`src/rtl/stopwatch_pkg.sv`:
```
// Shared seven-segment constants and nibble decode for the stopwatch cores.
// Segment codes are active-low, bit order {g,f,e,d,c,b,a}.
package stopwatch_pkg;

  localparam logic [6:0] SEG_0 = 7'h40;
  localparam logic [6:0] SEG_1 = 7'h79;
  localparam logic [6:0] SEG_2 = 7'h24;
  localparam logic [6:0] SEG_3 = 7'h30;
  localparam logic [6:0] SEG_4 = 7'h19;
  localparam logic [6:0] SEG_5 = 7'h12;
  localparam logic [6:0] SEG_6 = 7'h02;
  localparam logic [6:0] SEG_7 = 7'h78;
  localparam logic [6:0] SEG_8 = 7'h00;
  localparam logic [6:0] SEG_9 = 7'h10;
  localparam logic [6:0] SEG_A = 7'h08;
  localparam logic [6:0] SEG_B = 7'h03;
  localparam logic [6:0] SEG_C = 7'h46;
  localparam logic [6:0] SEG_D = 7'h21;
  localparam logic [6:0] SEG_E = 7'h06;
  localparam logic [6:0] SEG_F = 7'h0E;

  function automatic logic [6:0] hex_to_seg(input logic [3:0] nibble);
    logic [6:0] code;
    code = SEG_0;
    case (nibble)
      4'h1: code = SEG_1;
      4'h2: code = SEG_2;
      4'h3: code = SEG_3;
      4'h4: code = SEG_4;
      4'h5: code = SEG_5;
      4'h6: code = SEG_6;
      4'h7: code = SEG_7;
      4'h8: code = SEG_8;
      4'h9: code = SEG_9;
      4'hA: code = SEG_A;
      4'hB: code = SEG_B;
      4'hC: code = SEG_C;
      4'hD: code = SEG_D;
      4'hE: code = SEG_E;
      4'hF: code = SEG_F;
      default: code = SEG_0;
    endcase
    return code;
  endfunction

endpackage

```
`src/rtl/hex_seg_decoder.sv`:
```
// Registered single-digit hex to active-low seven-segment decoder.
module hex_seg_decoder
  import stopwatch_pkg::*;
(
  input  logic       clock,
  input  logic       reset,
  input  logic [3:0] nibble,
  output logic [6:0] seg
);

  always_ff @(posedge clock) begin
    if (!reset) begin
      seg <= SEG_0;
    end else begin
      seg <= hex_to_seg(nibble);
    end
  end

endmodule

```
`src/rtl/hex_stopwatch_multi.sv`:
```
// Multi-digit hex stopwatch: prescaled up/down count with saturate or wrap,
// sticky limit flag, lap-hold display latch and registered segment outputs.
module hex_stopwatch_multi
  import stopwatch_pkg::*;
#(
  parameter int DIGITS   = 4,
  parameter int TICK_DIV = 50000000,
  parameter int SATURATE = 1
) (
  input  logic                  clock,
  input  logic                  reset,
  input  logic                  pause,
  input  logic                  clear,
  input  logic                  dir,
  input  logic                  lap,
  output logic [4*DIGITS-1:0]   count,
  output logic [7*DIGITS-1:0]   seg,
  output logic                  tick,
  output logic                  limit,
  output logic                  held
);

  localparam int CW = 4 * DIGITS;
  localparam int PW = (TICK_DIV > 2) ? $clog2(TICK_DIV) : 1;
  localparam logic [PW-1:0] PRESC_LAST = PW'(TICK_DIV - 1);
  localparam logic [PW-1:0] PRESC_ONE  = PW'(1);
  localparam logic [CW-1:0] CNT_ONE    = CW'(1);

  logic [PW-1:0] presc;
  logic [CW-1:0] latch;
  logic [CW-1:0] disp;
  logic          tick_evt;
  logic          at_limit;

  // Plain modular step; at the limit either hold there or wrap.
  function automatic logic [CW-1:0] step_count(input logic [CW-1:0] cur, input logic down);
    logic [CW-1:0] nxt;
    if (!down) begin
      nxt = (cur == '1) ? ((SATURATE != 0) ? cur : '0) : cur + CNT_ONE;
    end else begin
      nxt = (cur == '0) ? ((SATURATE != 0) ? cur : '1) : cur - CNT_ONE;
    end
    return nxt;
  endfunction

  assign tick_evt = !pause && (presc == PRESC_LAST);
  assign at_limit = dir ? (count == '0) : (count == '1);

  always_ff @(posedge clock) begin
    if (!reset) begin
      presc <= '0;
      count <= '0;
      latch <= '0;
      tick  <= 1'b0;
      limit <= 1'b0;
      held  <= 1'b0;
    end else if (clear) begin
      presc <= '0;
      count <= '0;
      tick  <= 1'b0;
      limit <= 1'b0;
      held  <= 1'b0;
    end else if (pause) begin
      presc <= '0;
      tick  <= 1'b0;
    end else begin
      tick <= tick_evt;
      if (tick_evt) begin
        presc <= '0;
        count <= step_count(count, dir);
        if (at_limit) limit <= 1'b1;
      end else begin
        presc <= presc + PRESC_ONE;
      end
      // latch sees the pre-step count when lap lands on a tick
      if (lap) begin
        if (!held) latch <= count;
        held <= !held;
      end
    end
  end

  // Display register stage: one cycle behind count/held
  assign disp = held ? latch : count;

  for (genvar k = 0; k < DIGITS; k++) begin : g_digit
    hex_seg_decoder u_dec (
      .clock  (clock),
      .reset  (reset),
      .nibble (disp[4*k+3 -: 4]),
      .seg    (seg[7*k+6 -: 7])
    );
  end

endmodule

```
`config.mk`:
```
export PLATFORM = sky130hd
export DESIGN_NAME = hex_stopwatch_multi
export DESIGN_NICKNAME = d
export VERILOG_FILES = /design/src/rtl/stopwatch_pkg.sv /design/src/rtl/hex_seg_decoder.sv /design/src/rtl/hex_stopwatch_multi.sv
export SDC_FILE = /design/constraint.sdc
export NUM_CORES = 1
export LEC_CHECK = 0
export CORE_MARGIN = 5
export CORE_UTILIZATION = 40
export CTS_BUF_LIST = sky130_fd_sc_hd__clkbuf_16
export CTS_CLUSTER_DIAMETER = 100
export DETAILED_ROUTE_END_ITERATION = 8
export PLACE_DENSITY_LB_ADDON = 0.1
export SKIP_LAST_GASP = 1
export SLEW_MARGIN = 20
export SYNTH_ARGS = -nofsm -noshare
export SYNTH_HDL_FRONTEND = slang
export SYNTH_SLANG_ARGS = --single-unit
```
`constraint.sdc`:
```
create_clock -name clock -period 3.2 [get_ports clock]
set_input_delay 0.48 -clock clock [delete_from_list [all_inputs] [get_ports clock]]
set_output_delay 0.48 -clock clock [all_outputs]
set_load 0.03 [all_outputs]
```
==> impl_metrics.py <==
metrics = {
    "route": {
        "wl_per_cell_um": 14.4,
        "drt_iter0_drc": 211,
        "drtPass1Iterations": 4,
        "ant_nets": 0,
        "viasPerCell": 5.37,
        "drcViolationCount": 0,
        "wirelength_mm": 11.2,
        "vias": 4195,
    },
    "pwr": {
        "intPower_w": 0.00170,
        "p_switching_w": 0.000521,
        "combPwrFrac_pct": 5.9,
        "peakVddDrop_uv": 276,
        "p_clk_share_pct": 43.3,
        "p_leak_nw": 2.32,
        "switching_share_pct": 23.5,
        "seqPwrFrac_pct": 50.8,
        "power.density_mw_per_mm2": 373,
    },
    "logic_synthesis": {
        "syn-cell-area_mm2": 0.00489,
        "synth_top_area_cell": "dfxtp_1",
        "ys_warn_count": 0,
        "synth_mux_area_share_pct": 6.86,
        "synth_compound_area_share_pct": 16.7,
        "synthCells": 569,
        "syn_nets": 615,
        "synth_top_area_share_pct": 36.4,
        "synth-seq-cells": 89,
        "synth_edf_count": 0,
        "yosys.area_share.simple_pct": 20.4,
        "yosysSeqAreaShare_pct": 36.4,
        "synth_xor_area_share_pct": 6.45,
        "yosys.cell_types.count": 55,
        "syn_avg_cell_area_um2": 8.59,
        "netlist_top_cells_count": "dfxtp_1 (89), nor2_1 (89), nand2_1 (57), ha_1 (39), mux2i_1 (29)",
        "synthAdderAreaFrac_pct": 10.4,
        "synthArstFlopShare_pct": 0,
        "synth_area_leaders": "dfxtp_1 (36%), ha_1 (10%), nor2_1 (6.8%)",
        "synth_top_family_by_area": "simple AND/OR/NAND/NOR gates",
        "synth_flop_cell": "dfxtp_1",
    },
    "floorplanning": {
        "pin_count": 53,
        "fp.dieW_um": 121,
        "die-area_mm2": 0.0145,
        "start_util_pct": 40.7,
        "rows": 40,
        "die_h_um": 121,
        "core_area_mm2": 0.0120,
    },
    "cts": {
        "clock-sinks": 89,
        "cts_max_level": 3,
        "hold_buffers": 0,
        "cts-root-buf": "clkbuf_16",
        "post_cts_resized": 0,
        "clk-insertion-delay-late_ns": 0.35,
        "numCtsBuffers": 9,
        "clkTransAtPathRegs_ns": 0.06,
        "cts_tree": "done",
        "clock_path_buffers": 2,
        "cts_setup_buffers": 0,
    },
    "sta": {
        "worst_pin_slew_ns": 0.926,
        "slew_headroom_pct": 36.5,
        "hold_viol": 0,
        "min_period_over_period_pct": 81.6,
        "final.setup.tns_ns": 0,
        "fin_crit_ns": 2.61,
        "finalSetupViolations": 0,
        "rsz0062_at_grt": "no",
        "finalMaxSlewViolations": 0,
        "skew_ns": 0.00568,
        "max_freq_ghz": 0.383,
    },
    "hold_path": {
        "hold_path_class": "register to register",
    },
    "final_layout": {
        "final_util_pct": 49.5,
        "n_antenna_cell": 0,
        "syn2layout_area_growth_pct": 21.6,
        "nNetsFinal": 675,
        "drive_gt1_share_pct": 6.78,
        "stdcell_area_mm2": 0.00594,
    },
    "worst_setup_path": {
        "crit_path_max_incr_delay_ns": 0.44,
        "crit_slowest_cell": "clkdlybuf4s50_1",
        "endpoint": "count[15]$_SDFFE_PP0P_",
        "critical_path_arrival_ns": 2.89,
        "r2r_cells": 6,
        "timing.rr.end": "count[15]$_SDFFE_PP0P_",
        "crit_path_start_kind": "input pin",
        "worstSetupPathType": "input pin to register",
        "cp_cell_sequence": "clkdlybuf4s50_1 -> buf_12 -> ha_1 -> a21oi_1 -> o21ai_0 -> a221o_1 -> o21a_1 -> or4_1 -> a21oi_1",
        "crit_buf_inv": 2,
        "worstReg2RegStart": "presc[18]$_SDFF_PP0_",
        "path_delay_family": "compound AO/OA/AOI/OAI gates",
        "crit_path_start": "dir",
        "path_depth": 9,
        "cp.required_ns": 3.48,
        "crit_top_cell": "a21oi_1",
        "cp_max_fo": 19,
        "r2r_slack_ns": 0.68,
        "critPathCaptureType": "register",
    },
    "placement": {
        "port_buffers": 52,
        "gp_congestion": 0.870,
        "dp_hpwl_mm": 8.21,
        "placed_cell_area_mm2": 0.00567,
    },
    "grt": {
        "track_usage_pct": 16.2,
        "grt_max_degree": 34,
        "grt_pass1_wl_mm": 19.0,
        "overflow": 0,
        "antenna_found_initial": 0,
        "grt_pass1_vias": 3948,
    },
    "flow_run": {
        "drv_cap": 0,
    },
    "status": {
        "status": "finished clean",
    },
}
[per-layer routing]
| layer | vias up | share of wire (%) | track usage [%] |
|---|---|---|---|
| met2 | 66 | 48 | 26.8 |
| met3 | 18 | 4.2 | 4.49 |
| li1 | 2152 | - | - |
| met4 | 0 | 2.1 | 6.59 |
| met5 | - | 0 | 0 |
| met1 | 1959 | 46 | 19.8 |
[flip-flops by register name, summed over array words and instances (netlist names)]
register           cells
g_digit.u_dec.seg     28
held                   1
tick                   1
presc                 26
latch                 16
count                 16
limit                  1
[logic make-up after synthesis]
group | count (synthesis)
and+or+nand+nor | 216
AOI/OAI and AO/OA | 119
DFF | 89
adders and majority gates | 40
xor gates and xnor gates | 36
buffers and inverters | 36
muxes | 33
[per-stage QoR]
step | cells | hold WS [ns] | total power (W) | setup slack (ns)
2_1_floorplan | 569 | 0.430 | 0.00124 | 0.661
3_3_place_gp | 765 | 0.447 | 0.00128 | 0.278
3_5_place_dp | 765 | 0.458 | 0.00128 | 0.259
4_1_cts | 781 | 0.476 | 0.00226 | 0.629
5_1_grt | 781 | 0.504 | 0.00232 | 0.432
6_report | 781 | 0.468 | 0.00222 | 0.588
[area by class of cell]
cell class,instances,area [um^2]
fill,1172,6070
multi-input combinational,444,2980
sequential,89,1780
timing repair buffer,71,676
clock buffer,9,225
tap,147,184
inverter,14,52.6
clock inverter,7,47.5
[worst min-delay path by stage]
stage | end | cells past startpoint | slack (ns) | startpoint
floorplan | presc[0]$_SDFF_PP0_ | 1 | 0.43 | presc[0]$_SDFF_PP0_
global placement | presc[0]$_SDFF_PP0_ | 1 | 0.45 | presc[0]$_SDFF_PP0_
global route | presc[0]$_SDFF_PP0_ | 1 | 0.50 | presc[0]$_SDFF_PP0_
CTS | presc[0]$_SDFF_PP0_ | 1 | 0.48 | presc[0]$_SDFF_PP0_
detailed placement | presc[0]$_SDFF_PP0_ | 1 | 0.46 | presc[0]$_SDFF_PP0_
finish | presc[0]$_SDFF_PP0_ | 1 | 0.47 | presc[0]$_SDFF_PP0_
[power by group through the flow]
stage | clock (W) | sequential, W | combinational [W]
floorplan | 0 | 0.00116 | 0.0000821
finish | 0.000960 | 0.00113 | 0.000131
global route | 0.00105 | 0.00113 | 0.000146
global placement | 0 | 0.00115 | 0.000131
detailed placement | 0 | 0.00115 | 0.000132
CTS | 0.00100 | 0.00113 | 0.000133
[cell usage in the layout (no fill, tap or decap), types with 4 or more instances in the layout]
cell / count
clkdlybuf4s50_1: 52
o21ai_0: 14
and3_1: 5
a21oi_1: 28
buf_4: 18
dfxtp_1: 89
xor2_1: 19
ha_1: 39
mux2i_1: 29
xnor2_1: 17
nor2_1: 89
a31oi_1: 9
inv_1: 13
a21o_1: 6
or3_1: 6
and4_1: 4
o211ai_1: 6
nand4_1: 4
clkbuf_16: 9
nand2_1: 57
nor3_1: 11
o211a_1: 8
a211oi_1: 17
nor2b_1: 7
o22ai_1: 4
a22oi_1: 4
nand3_1: 15
mux2_2: 4
No activity file was read; power rests on OpenSTA's default activity.
